<file path="src/rtl/axis_pixel_unpacker.sv">
// axis_pixel_unpacker
// Unpacks AXI-Stream beats of PPB packed {R,G,B} pixels into a
// one-pixel-per-cycle valid/ready stream with raster markers.
// The markers come from internal counters, not from the input framing.
// Input framing (tlast/tkeep) is checked against the configured geometry.
//
// Ports:
//   clk, rst_n        clock, asynchronous active-low reset
//   s_axis_*          input beat stream (tvalid/tready/tdata/tkeep/tlast)
//   pix_valid/ready   output pixel handshake
//   pix_data          pixel, bit layout unchanged from the input lane
//   pix_sol/eol       first/last pixel of a line (qualified by pix_valid)
//   pix_sof/eof       first/last pixel of a frame (qualified by pix_valid)
//   err_clr           synchronous clear of the sticky error flags
//   err_tlast         sticky: tlast disagreed with the expected line end
//   err_keep          sticky: an accepted beat had tkeep != all-ones
module axis_pixel_unpacker #(
  parameter int AXIS_DATA_WIDTH = 96,
  parameter int AXIS_STRB_WIDTH = 12,
  parameter int CH_WIDTH        = 8,
  parameter int IMAGE_WIDTH     = 3840,
  parameter int IMAGE_HEIGHT    = 100
) (
  input  logic                       clk,
  input  logic                       rst_n,
  input  logic                       s_axis_tvalid,
  output logic                       s_axis_tready,
  input  logic [AXIS_DATA_WIDTH-1:0] s_axis_tdata,
  input  logic [AXIS_STRB_WIDTH-1:0] s_axis_tkeep,
  input  logic                       s_axis_tlast,
  output logic                       pix_valid,
  input  logic                       pix_ready,
  output logic [3*CH_WIDTH-1:0]      pix_data,
  output logic                       pix_sol,
  output logic                       pix_eol,
  output logic                       pix_sof,
  output logic                       pix_eof,
  input  logic                       err_clr,
  output logic                       err_tlast,
  output logic                       err_keep
);

  localparam int PIX_W = 3 * CH_WIDTH;
  localparam int PPB   = AXIS_DATA_WIDTH / PIX_W;
  localparam int IW    = (PPB > 1) ? $clog2(PPB) : 1;
  localparam int XW    = (IMAGE_WIDTH > 1) ? $clog2(IMAGE_WIDTH) : 1;
  localparam int YW    = (IMAGE_HEIGHT > 1) ? $clog2(IMAGE_HEIGHT) : 1;

  localparam logic [IW-1:0] IDX_LAST    = IW'(PPB - 1);
  localparam logic [XW-1:0] X_LAST      = XW'(IMAGE_WIDTH - 1);
  localparam logic [XW-1:0] X_LAST_BEAT = XW'(IMAGE_WIDTH - PPB);
  localparam logic [YW-1:0] Y_LAST      = YW'(IMAGE_HEIGHT - 1);

  typedef enum logic {
    S_EMPTY = 1'b0,
    S_DRAIN = 1'b1
  } state_t;

  state_t                     state_q, state_d;
  logic [AXIS_DATA_WIDTH-1:0] beat_q, beat_d;
  logic [IW-1:0]              idx_q, idx_d;
  logic [XW-1:0]              x_q, x_d;
  logic [YW-1:0]              y_q, y_d;
  logic                       err_tlast_q, err_tlast_d;
  logic                       err_keep_q, err_keep_d;

  logic                       pix_fire;
  logic                       beat_fire;
  logic                       last_pix;
  logic                       tlast_bad;
  logic                       keep_bad;

  // Split the holding register into pixel lanes; the output mux picks one.
  logic [PIX_W-1:0] lane [PPB];

  for (genvar gi = 0; gi < PPB; gi++) begin : g_lane
    assign lane[gi] = beat_q[gi*PIX_W +: PIX_W];
  end

  assign pix_valid = (state_q == S_DRAIN);
  assign pix_data  = lane[idx_q];
  assign last_pix  = (state_q == S_DRAIN) && (idx_q == IDX_LAST);

  // The only combinational pix_ready -> s_axis_tready path: while the last
  // pixel of the buffered beat is being consumed, the next beat may load.
  assign s_axis_tready = (state_q == S_EMPTY) || (last_pix && pix_ready);

  assign pix_fire  = pix_valid && pix_ready;
  assign beat_fire = s_axis_tvalid && s_axis_tready;

  assign pix_sol = pix_valid && (x_q == '0);
  assign pix_eol = pix_valid && (x_q == X_LAST);
  assign pix_sof = pix_sol && (y_q == '0);
  assign pix_eof = pix_eol && (y_q == Y_LAST);

  assign err_tlast = err_tlast_q;
  assign err_keep  = err_keep_q;

  always_comb begin
    state_d   = state_q;
    beat_d    = beat_q;
    idx_d     = idx_q;
    x_d       = x_q;
    y_d       = y_q;
    tlast_bad = 1'b0;
    keep_bad  = 1'b0;

    if (pix_fire) begin
      idx_d = idx_q + 1'b1;
      if (x_q == X_LAST) begin
        x_d = '0;
        y_d = (y_q == Y_LAST) ? '0 : y_q + 1'b1;
      end else begin
        x_d = x_q + 1'b1;
      end
      if (last_pix) begin
        idx_d   = '0;
        state_d = S_EMPTY;
      end
    end

    if (beat_fire) begin
      beat_d  = s_axis_tdata;
      idx_d   = '0;
      state_d = S_DRAIN;
      // x_d already points at the column of this beat's first pixel, both
      // when loading from EMPTY and when loading behind a last-pixel consume.
      tlast_bad = (s_axis_tlast != (x_d == X_LAST_BEAT));
      keep_bad  = (s_axis_tkeep != '1);
    end

    // A new error in the same cycle as err_clr keeps the flag set.
    err_tlast_d = (err_tlast_q && !err_clr) || tlast_bad;
    err_keep_d  = (err_keep_q && !err_clr) || keep_bad;
  end

  always_ff @(posedge clk or negedge rst_n) begin
    if (!rst_n) begin
      state_q     <= S_EMPTY;
      beat_q      <= '0;
      idx_q       <= '0;
      x_q         <= '0;
      y_q         <= '0;
      err_tlast_q <= 1'b0;
      err_keep_q  <= 1'b0;
    end else begin
      state_q     <= state_d;
      beat_q      <= beat_d;
      idx_q       <= idx_d;
      x_q         <= x_d;
      y_q         <= y_d;
      err_tlast_q <= err_tlast_d;
      err_keep_q  <= err_keep_d;
    end
  end

endmodule

</file>
<file path="config.mk">
export PLATFORM = sky130hd
export DESIGN_NAME = axis_pixel_unpacker
export DESIGN_NICKNAME = d
export VERILOG_FILES = /design/src/rtl/axis_pixel_unpacker.sv
export SDC_FILE = /design/constraint.sdc
export NUM_CORES = 1
export LEC_CHECK = 0
export ABC_AREA = 1
export CORE_MARGIN = 2
export CORE_UTILIZATION = 45
export DETAILED_ROUTE_END_ITERATION = 10
export PLACE_DENSITY = 0.74
export SYNTH_ARGS = -nofsm -noshare
export SYNTH_HDL_FRONTEND = slang
export SYNTH_SLANG_ARGS = --single-unit
export TNS_END_PERCENT = 1
</file>
<file path="constraint.sdc">
create_clock -name clk -period 1.81 [get_ports clk]
set_clock_uncertainty 0.15 [all_clocks]
set_input_delay 0.181 -clock clk [delete_from_list [all_inputs] [get_ports clk]]
set_output_delay 0.181 -clock clk [all_outputs]
set_load 0.005 [all_outputs]
</file>
# After elaboration in Yosys (flattened, before gate mapping)
# Cells that the tools add are included.
# word_totals
regBits	120
out_inout_bits	32
# op_classes
add_sub_neg	3
magnitude_cmp	1
n_eq_ne	6
n_mux	14
n_bitwise	2
reduce_logical	20
# ops
cell	n
binary-select mux 24 bit (select 2 bit)	1
2-to-1 mux 24 bit	2
equality test 12 bit (second input constant)	2
2-to-1 mux 12 bit	2
adder 12 x 1 -> 12 bit (second input constant)	1
logical NOT 12 bit	1
inequality test 12 bit (second input constant)	1
logical AND 1 bit	10
adder 7 x 1 -> 7 bit (second input constant)	1
equality test 7 bit (second input constant)	1
logical NOT 7 bit	1
2-to-1 mux 7 bit	1
2-to-1 mux 2 bit	3
2-to-1 mux 1 bit	5
AND reduction 2 bit	2
nonzero test 2 bit	2
>= comparator 3 bit (second input constant)	1
logical OR 1 bit	3
inverter 2 -> 3 bit	1
adder 2 x 1 -> 2 bit (second input constant)	1
equality test 2 bit (second input constant)	1
logical NOT 1 bit	1
inequality test 1 bit	1
inverter 1 bit	1

# Depth between registers and ports, before layout
# Gate-level depths: netlist (run 1).
# depth
word_depth	7
ltp_mapped	13
ltp_nobuf	13

# Least setup slack after synthesis (run 1)
# OpenSTA, ideal clock, no wires.
# synth_path
kind	reg-to-reg
start	register x_q[0]
end	register err_tlast_q (netlist: err_tlast)
setup_time_ns	0.117
arrival_time_ns	1.465
required_ns	1.543
slack_ns	0.078
path_stages_with_launch	11
n_path_buf	0
period_less_slack_ns	1.732
path_cell_list	dfrtp_1 > ha_1 > nand3_2 > nor2_4 > nand3_4 > nand3_2 > nand3_1 > nor2_1 > nand3_1 > nand3_1 > nand2_1
# synth_via
elab_chain_len	7
# synth_lines
element	line_no	rtl
start: declaration	62	logic [XW-1:0] x_q, x_d;
start signal: assignment	142	x_q <= '0;
start signal: assignment	150	x_q <= x_d;
adder 12 x 1 -> 12 bit or equality test 12 bit (tied branches)	114, 110	
2-to-1 mux 12 bit	110	if (x_q == X_LAST) begin
2-to-1 mux 12 bit (*)	108	if (pix_fire) begin
equality test 12 bit (*)	128	tlast_bad = (s_axis_tlast != (x_d == X_LAST_BEAT));
inequality test 1 bit (*)	128	
2-to-1 mux 1 bit (*)	122	if (beat_fire) begin
logical OR 1 bit (*)	133	err_tlast_d = (err_tlast_q && !err_clr) || tlast_bad;
net err_tlast_d	64	logic err_tlast_q, err_tlast_d;
end signal: assignment	152	err_tlast_q <= err_tlast_d;
end: declaration	64	
# Mark *: on every way through the listed nets, which the timed path passes. The rest lies on a longest branch.
# A chain may end at the register's enable or synchronous reset.

# Worst setup path in the final report (run 1)
# layout_path
start	register idx_q[0]
end	output pix_data[7]
# layout_via
elab_chain_len	4
# layout_lines
element	line_no	rtl
start: declaration	61	logic [IW-1:0] idx_q, idx_d;
start signal: assignment	149	idx_q <= idx_d;
inverter 2 -> 3 bit (implied by the code)	81	assign pix_data = lane[idx_q];
binary-select mux 24 bit (select 2 bit)	81	
2-to-1 mux 24 bit (implied by the code) (2 in series)	81	
end: declaration	33	output logic [3*CH_WIDTH-1:0] pix_data,
# Every way passes these cells. The select of a mux whose other input is x is not followed.

==> results of run 1 <==
## kinds of logic (layout without fill, tap and decap cells)
logic type | count (synthesis) | in the layout
AO/OA/AOI/OAI | 90 | 90
XOR/XNOR | 2 | 2
adder cells (fa/ha/maj) | 5 | 5
buffers and inverters | 75 | 293
flip-flops | 120 | 120
other | 0 | 1
AND/OR/NAND/NOR | 451 | 451
## critical path, cell delays in order (launching register included)
cell and delay [ns]:
dfrtp_2 0.46, inv_6 0.12, buf_12 0.11, buf_12 0.12, nor2_1 0.04, o22ai_1 0.16
clkdlybuf4s15_2 0.24
## final timing paths
check                            startpoint     endpoint  slack, ns  depth (start not counted)
max in group asynchronous             rst_n     idx_q[0]       0.81                          3
hold / removal                        rst_n   beat_q[77]       0.08                          2
min in group clk           s_axis_tdata[83]   beat_q[83]       0.15                          3
hold reg to reg                  beat_q[40]   beat_q[40]       0.31                          2
setup / recovery                   idx_q[0]  pix_data[7]      -0.19                          6
setup reg to reg                     x_q[1]    err_tlast      -0.19                         15
## state kept, by name (all words and copies together), names as in the netlist
| signal | count |
|---|---|
| pix_valid | 1 |
| idx_q | 2 |
| y_q | 7 |
| err_keep | 1 |
| x_q | 12 |
| err_tlast | 1 |
| beat_q | 96 |
## power groups by stage
stage / clock [W] / sequential (W) / combinational [W]
6_report: 0.00356 / 0.00451 / 0.00634
5_1_grt: 0.00372 / 0.00464 / 0.00696
4_1_cts: 0.00360 / 0.00446 / 0.00605
3_5_place_dp: 0 / 0.00442 / 0.00534
3_3_place_gp: 0 / 0.00440 / 0.00527
2_1_floorplan: 0 / 0.00429 / 0.00277
## routing by layer
metal  global-route usage (%)  routed length (um)  up-vias
met5                        0                   0        -
met1                    33.01                7189     2692
met2                    42.87                8448      183
li1                         -                   -     2776
met3                    7.888                1187       38
met4                    9.569                 378        0
## synthesized netlist by cell type
cell and n:
inv_2 1, ha_1 5, clkbuf_1 30, nand2_4 1
clkinv_2 1, o2111ai_1 1, xor2_1 2, inv_1 39
nor3_1 4, nand3_2 3, nor2_4 4, o21ai_0 57
a22oi_1 1, dfrtp_1 120, or2_2 1, a21oi_1 4
nand4_1 9, nand3_4 1, nand3_1 18, nand2_1 334
o22ai_1 24, a221oi_1 1, nor4_1 1, nor2_1 71
buf_4 1, buf_2 3, a31oi_1 1, or2_0 1
a221oi_2 1, nor3b_1 1, nor2_2 2
## stage by stage
step / worst slack, ns / setup TNS (ns) / hold WS [ns] / utilization [%]
2_1_floorplan: 0.07786 / 0 / -0.2646 / -
3_3_place_gp: -0.2414 / -8.010 / -0.02762 / 61.75
3_5_place_dp: -0.2800 / -9.675 / -0.02857 / 61.75
4_1_cts: -0.1660 / -8.253 / 0.07441 / 69.59
5_1_grt: -0.3159 / -21.86 / 0.1115 / 70.69
6_report: -0.1948 / -12.93 / 0.07858 / 70.71
## timing repair
| item | in CTS | in global routing |
|---|---|---|
| endpoints found under the setup margin | 114 | 136 |
| gates resized for setup | 190 | 46 |
| pin swaps | 25 | 18 |
| cloned | 4 | 0 |
| hold buffers | 1 | 0 |
| hold endpoints to repair | 120 | 0 |
| setup buffers | 16 | 2 |
## area by class of cell
class | count | area [um2] | area share, %
Timing Repair Buffer | 220 | 2176 | 24.58
Antenna cell | 1 | 2.502 | 0.02827
Multi-Input combinational cell | 548 | 2668 | 30.14
Inverter | 41 | 167.7 | 1.894
Sequential cell | 120 | 3004 | 33.94
Clock buffer | 17 | 425.4 | 4.806
Clock inverter | 15 | 192.7 | 2.177
Tap cell | 172 | 215.2 | 2.431
==> flow_summary.json, run 1 <==
{
  "vias": 5689,
  "end_kind": "output port",
  "seqPwrFrac_pct": 31.3,
  "clk_path_buf_depth": 2,
  "core_area_mm2": 0.01252,
  "cp.arrival_ns": 1.67,
  "htree_levels": 4,
  "status": "finished, violations left",
  "initial_core_util_pct": 45.57,
  "startpoint_type": "flop",
  "die_area_mm2": 0.01359,
  "min_period_over_period_pct": 110.8,
  "grt_max_degree": 44,
  "routedWlPerCell_um": 15.17,
  "synth_top_area_share_pct": 52.64,
  "required_ns": 1.48,
  "fin_area_mm2": 0.008851,
  "mostFrequentLayoutCell": "nand2_1",
  "die_width_um": 116.6,
  "clockRootBuffer": "clkbuf_16",
  "cp_max_fo": 11,
  "io_pins": 146,
  "grt_pass1_wl_um": 27140,
  "synth_nets": 862,
  "cts.sinks": 120,
  "hpwl_um": 10770,
  "p_leak_nw": 4.401,
  "first_pass_iters": 7,
  "cts_made_buffers": 17,
  "grtUsageTotal_pct": 26.16,
  "drt_iter0_markers": 317,
  "die_h_um": 116.6,
  "syn_area_mm2": 0.005704,
  "synth-xor-area-share_pct": 0.3071,
  "slew_viol_final": 0,
  "yosysUniqueCellTypes": 31,
  "place_area_mm2": 0.007729,
  "layout_common_cells": "nand2_1, dfrtp_1, clkdlybuf4s50_1, nor2_1, buf_4",
  "final-setup-viol-count": 132,
  "post-route-drc-count": 0,
  "clk_pin_slew_ns": 0.06,
  "hold_viol_final": 0,
  "insertion_delay_ns": 0.41,
  "cts_tree": "built",
  "p_switching_w": 0.005385,
  "rsz0062_at_grt": "true",
  "layout_min_cycle_time_ns": 2.005,
  "drive_gt1_share_pct": 21.44,
  "finalNonFillerCells": 1134,
  "p_int_w": 0.009021,
  "gp_congestion": 0.8648,
  "nFillCells": 942,
  "p_clk_share_pct": 24.7,
  "synthTopCellsByArea": "dfrtp_1, nand2_1, o21ai_0",
  "critPathKind": "reg -> out",
  "p_sw_share_pct": 37.38,
  "ys_ff_latch": 120,
  "layout_setup_ws_ns": -0.1948,
  "gr-total-overflow": 0,
  "drv_cap": 0,
  "grt_pass1_vias": 5544,
  "syn_avg_cell_area_um2": 7.677,
  "dp_cells": 1078,
  "synth_top_family_by_area": "simple AND/OR/NAND/NOR gates",
  "routed_wl_um": 17200,
  "netlist_instances": 743,
  "power_frac_comb_pct": 44.0,
  "final_nets": 1067,
  "area_growth_pct": 55.17,
  "synth_top_area_cell": "dfrtp_1",
  "hold_path_class": "in -> async",
  "ant_nets": 0,
  "synth-seq-area-share_pct": 52.64,
  "ir_drop_uv": 818.2,
  "io_buffers": 145,
  "p_per_area_mw_per_mm2": 1628,
  "avgViaCountPerCell": 5.017,
  "yosysWarningCount": 0,
  "muxShareOfSynthArea_pct": 0,
  "rows": 41,
  "worstMarginPinSlew_ns": 0.4616,
  "synth_fa_ha_area_share_pct": 1.097,
  "antenna_found_initial": 0,
  "timing.fmax_mhz": 498.8,
  "synth_compound_area_share_pct": 8.796,
  "yosys.area_share.simple_pct": 32.07,
  "failed_checks": "setup timing",
  "relSlewSlack_pct": 68.90,
  "finalPower_w": 0.01441
}
Note: power is estimated with default switching activity, not from simulation.
==> inputs of run 2 (changes only) <==
- CORE_MARGIN: 2 -> unset
==> run 2 against run 1 <==
Count of clock-buffer cells in the layout is 6 higher. Routed wire length is 4.8% higher. Design area shrank 0.69%. Non-clock buffer count stayed put. Highest routed layer unchanged. Die area down 3.4%. Combinational power increased by 0.8%. Maximum frequency decreased by 1.2%. Clock power fell by 7.9%. First-iteration DRC count is 52% higher. Utilization is 1.6 points higher. Global-route usage increased by 2.8 points. The run still ends with setup timing left. Via count rose by 3.7%.
==> flow_summary.json, run 2 (synthesized netlist as in run 1, its figures left out) <==
{
  "final_nets": 1069,
  "cts.sinks": 120,
  "endpoint": "pix_data[9]",
  "grt_max_degree": 98,
  "hpwl_um": 11250,
  "insertion_delay_ns": 0.42,
  "rows": 40,
  "core_area_mm2": 0.01216,
  "antenna_found_initial": 1,
  "ir_drop_uv": 875.4,
  "required_ns": 1.48,
  "avgViaCountPerCell": 5.212,
  "initial_core_util_pct": 46.90,
  "relSlewSlack_pct": 67.47,
  "die_width_um": 114.6,
  "startpoint_type": "flop",
  "die_area_mm2": 0.01313,
  "post-route-drc-count": 0,
  "layout_min_cycle_time_ns": 2.029,
  "place_area_mm2": 0.007706,
  "min_period_over_period_pct": 112.1,
  "reg.largest.list": "beat_q: 96 flops, x_q: 12 flops, y_q: 7 flops",
  "hold_path_class": "in -> async",
  "path_delay_family": "buffers and inverters",
  "ant_nets": 0,
  "hold_viol_final": 0,
  "critPathKind": "reg -> out",
  "cp_num_cells": 5,
  "routed_wl_um": 18030,
  "cp_cell_sequence": "inv_4, bufbuf_16, nor2_1, o22ai_1, buf_2",
  "worstRegToRegCells": 13,
  "r2r_end": "err_tlast",
  "clockRootBuffer": "clkbuf_16",
  "slew_viol_final": 0,
  "fin_area_mm2": 0.008790,
  "crit_buf_inv": 3,
  "grtUsageTotal_pct": 28.91,
  "final-setup-viol-count": 43,
  "worstMarginPinSlew_ns": 0.4879,
  "io_buffers": 145,
  "die_h_um": 114.6,
  "cts_tree": "built",
  "first_pass_iters": 5,
  "layout_setup_ws_ns": -0.2194,
  "p_per_area_mw_per_mm2": 1620,
  "worstReg2RegStart": "x_q[0]",
  "clk_pin_slew_ns": 0.06,
  "failed_checks": "setup timing",
  "regToRegSetupSlack_ns": -0.17,
  "htree_levels": 4,
  "gp_congestion": 0.8656,
  "cp_max_fo": 11,
  "status": "finished, violations left",
  "startpoint": "idx_q[0]",
  "timing.fmax_mhz": 492.8,
  "p_leak_nw": 4.365,
  "hold_ws_ns": 0.1082,
  "drv_cap": 0,
  "largest_reg_flops": 96,
  "cpPeakStageDelay_ns": 0.44,
  "end_kind": "output port",
  "rsz0062_at_grt": "true",
  "gr-total-overflow": 0,
  "io_pins": 146,
  "routedWlPerCell_um": 15.93,
  "regMostFlops": "beat_q",
  "grt_pass1_wl_um": 28710,
  "finalSetupTns_ns": -4.620,
  "area_growth_pct": 54.09,
  "cts_made_buffers": 17,
  "layout_common_cells": "nand2_1, dfrtp_1, clkdlybuf4s50_1, nor2_1, buf_4",
  "cp.arrival_ns": 1.70,
  "vias": 5900,
  "slowest_stage": "dfrtp_2",
  "clk_path_buf_depth": 2,
  "drt_iter0_markers": 481,
  "grt_pass1_vias": 5910,
  "mostFrequentLayoutCell": "nand2_1",
  "drive_gt1_share_pct": 21.29
}
[run 2: power by group]
part	switching (W)	internal (W)
Clock	0.00124	0.00204
Sequential	0.000782	0.00379
Combinational	0.00337	0.00302
Total	0.00539	0.00885
[run 2: worst min path at each step]
stage / start / endpoint / slack [ns] / depth (start not counted)
2_1_floorplan: rst_n / beat_q[0] / -0.26 / 0
3_3_place_gp: rst_n / beat_q[76] / 0.02 / 1
3_5_place_dp: rst_n / beat_q[49] / 0.02 / 1
4_1_cts: rst_n / beat_q[5] / 0.12 / 2
5_1_grt: rst_n / beat_q[5] / 0.14 / 2
6_report: rst_n / beat_q[5] / 0.11 / 2
[run 2: routing by layer]
metal / track usage, % / vias to the layer above / share of wire, %
met5: 0 / - / 0
met4: 10.13 / 0 / 1.5
met3: 7.570 / 28 / 6.0
met2: 49.01 / 249 / 51
met1: 35.74 / 2836 / 42
li1: - / 2787 / -
[run 2: stage by stage]
stage | setup WS, ns | instances | power, W | utilization [%]
final | -0.2194 | 1132 | 0.01424 | 72.27
after global routing | -0.2674 | 1131 | 0.01510 | 72.25
after CTS | -0.1962 | 1127 | 0.01400 | 71.37
after detailed placement | -0.2916 | 1075 | 0.009813 | 63.36
after global placement | -0.2562 | 1075 | 0.009659 | 63.36
after floorplan | 0.07786 | 743 | 0.007059 | -
[run 2: area by class of cell]
class                   instances  area [um2]
inverters                      41       157.7
clock inverters                 9       90.09
clock buffers                  23       488.0
diodes                          1       2.502
repair buffers                220        2160
well taps                     168       210.2
fillers                       868        3372
flip-flops and latches        120        3007
multi-input cells             550        2675
[run 2: timing repair]
action / in CTS / in global routing
pin swaps: 30 / 9
hold endpoints to repair: 100 / 0
hold buffers: 1 / 0
resized for setup: 195 / 27
gates cloned: 6 / 2
setup buffers: 13 / 2
endpoints found under the setup margin: 133 / 137
[run 2: worst reg2reg max path, cell delays in order, from the launching register on]
cell	delay [ns]
dfrtp_1	0.42
ha_4	0.19
nand3_4	0.10
nor2_4	0.06
buf_4	0.13
buf_4	0.11
nand4_1	0.09
nand2_1	0.09
nor2_2	0.13
nand2_1	0.08
nor2_2	0.10
nand3_1	0.07
nand3_1	0.08
nand2_1	0.05
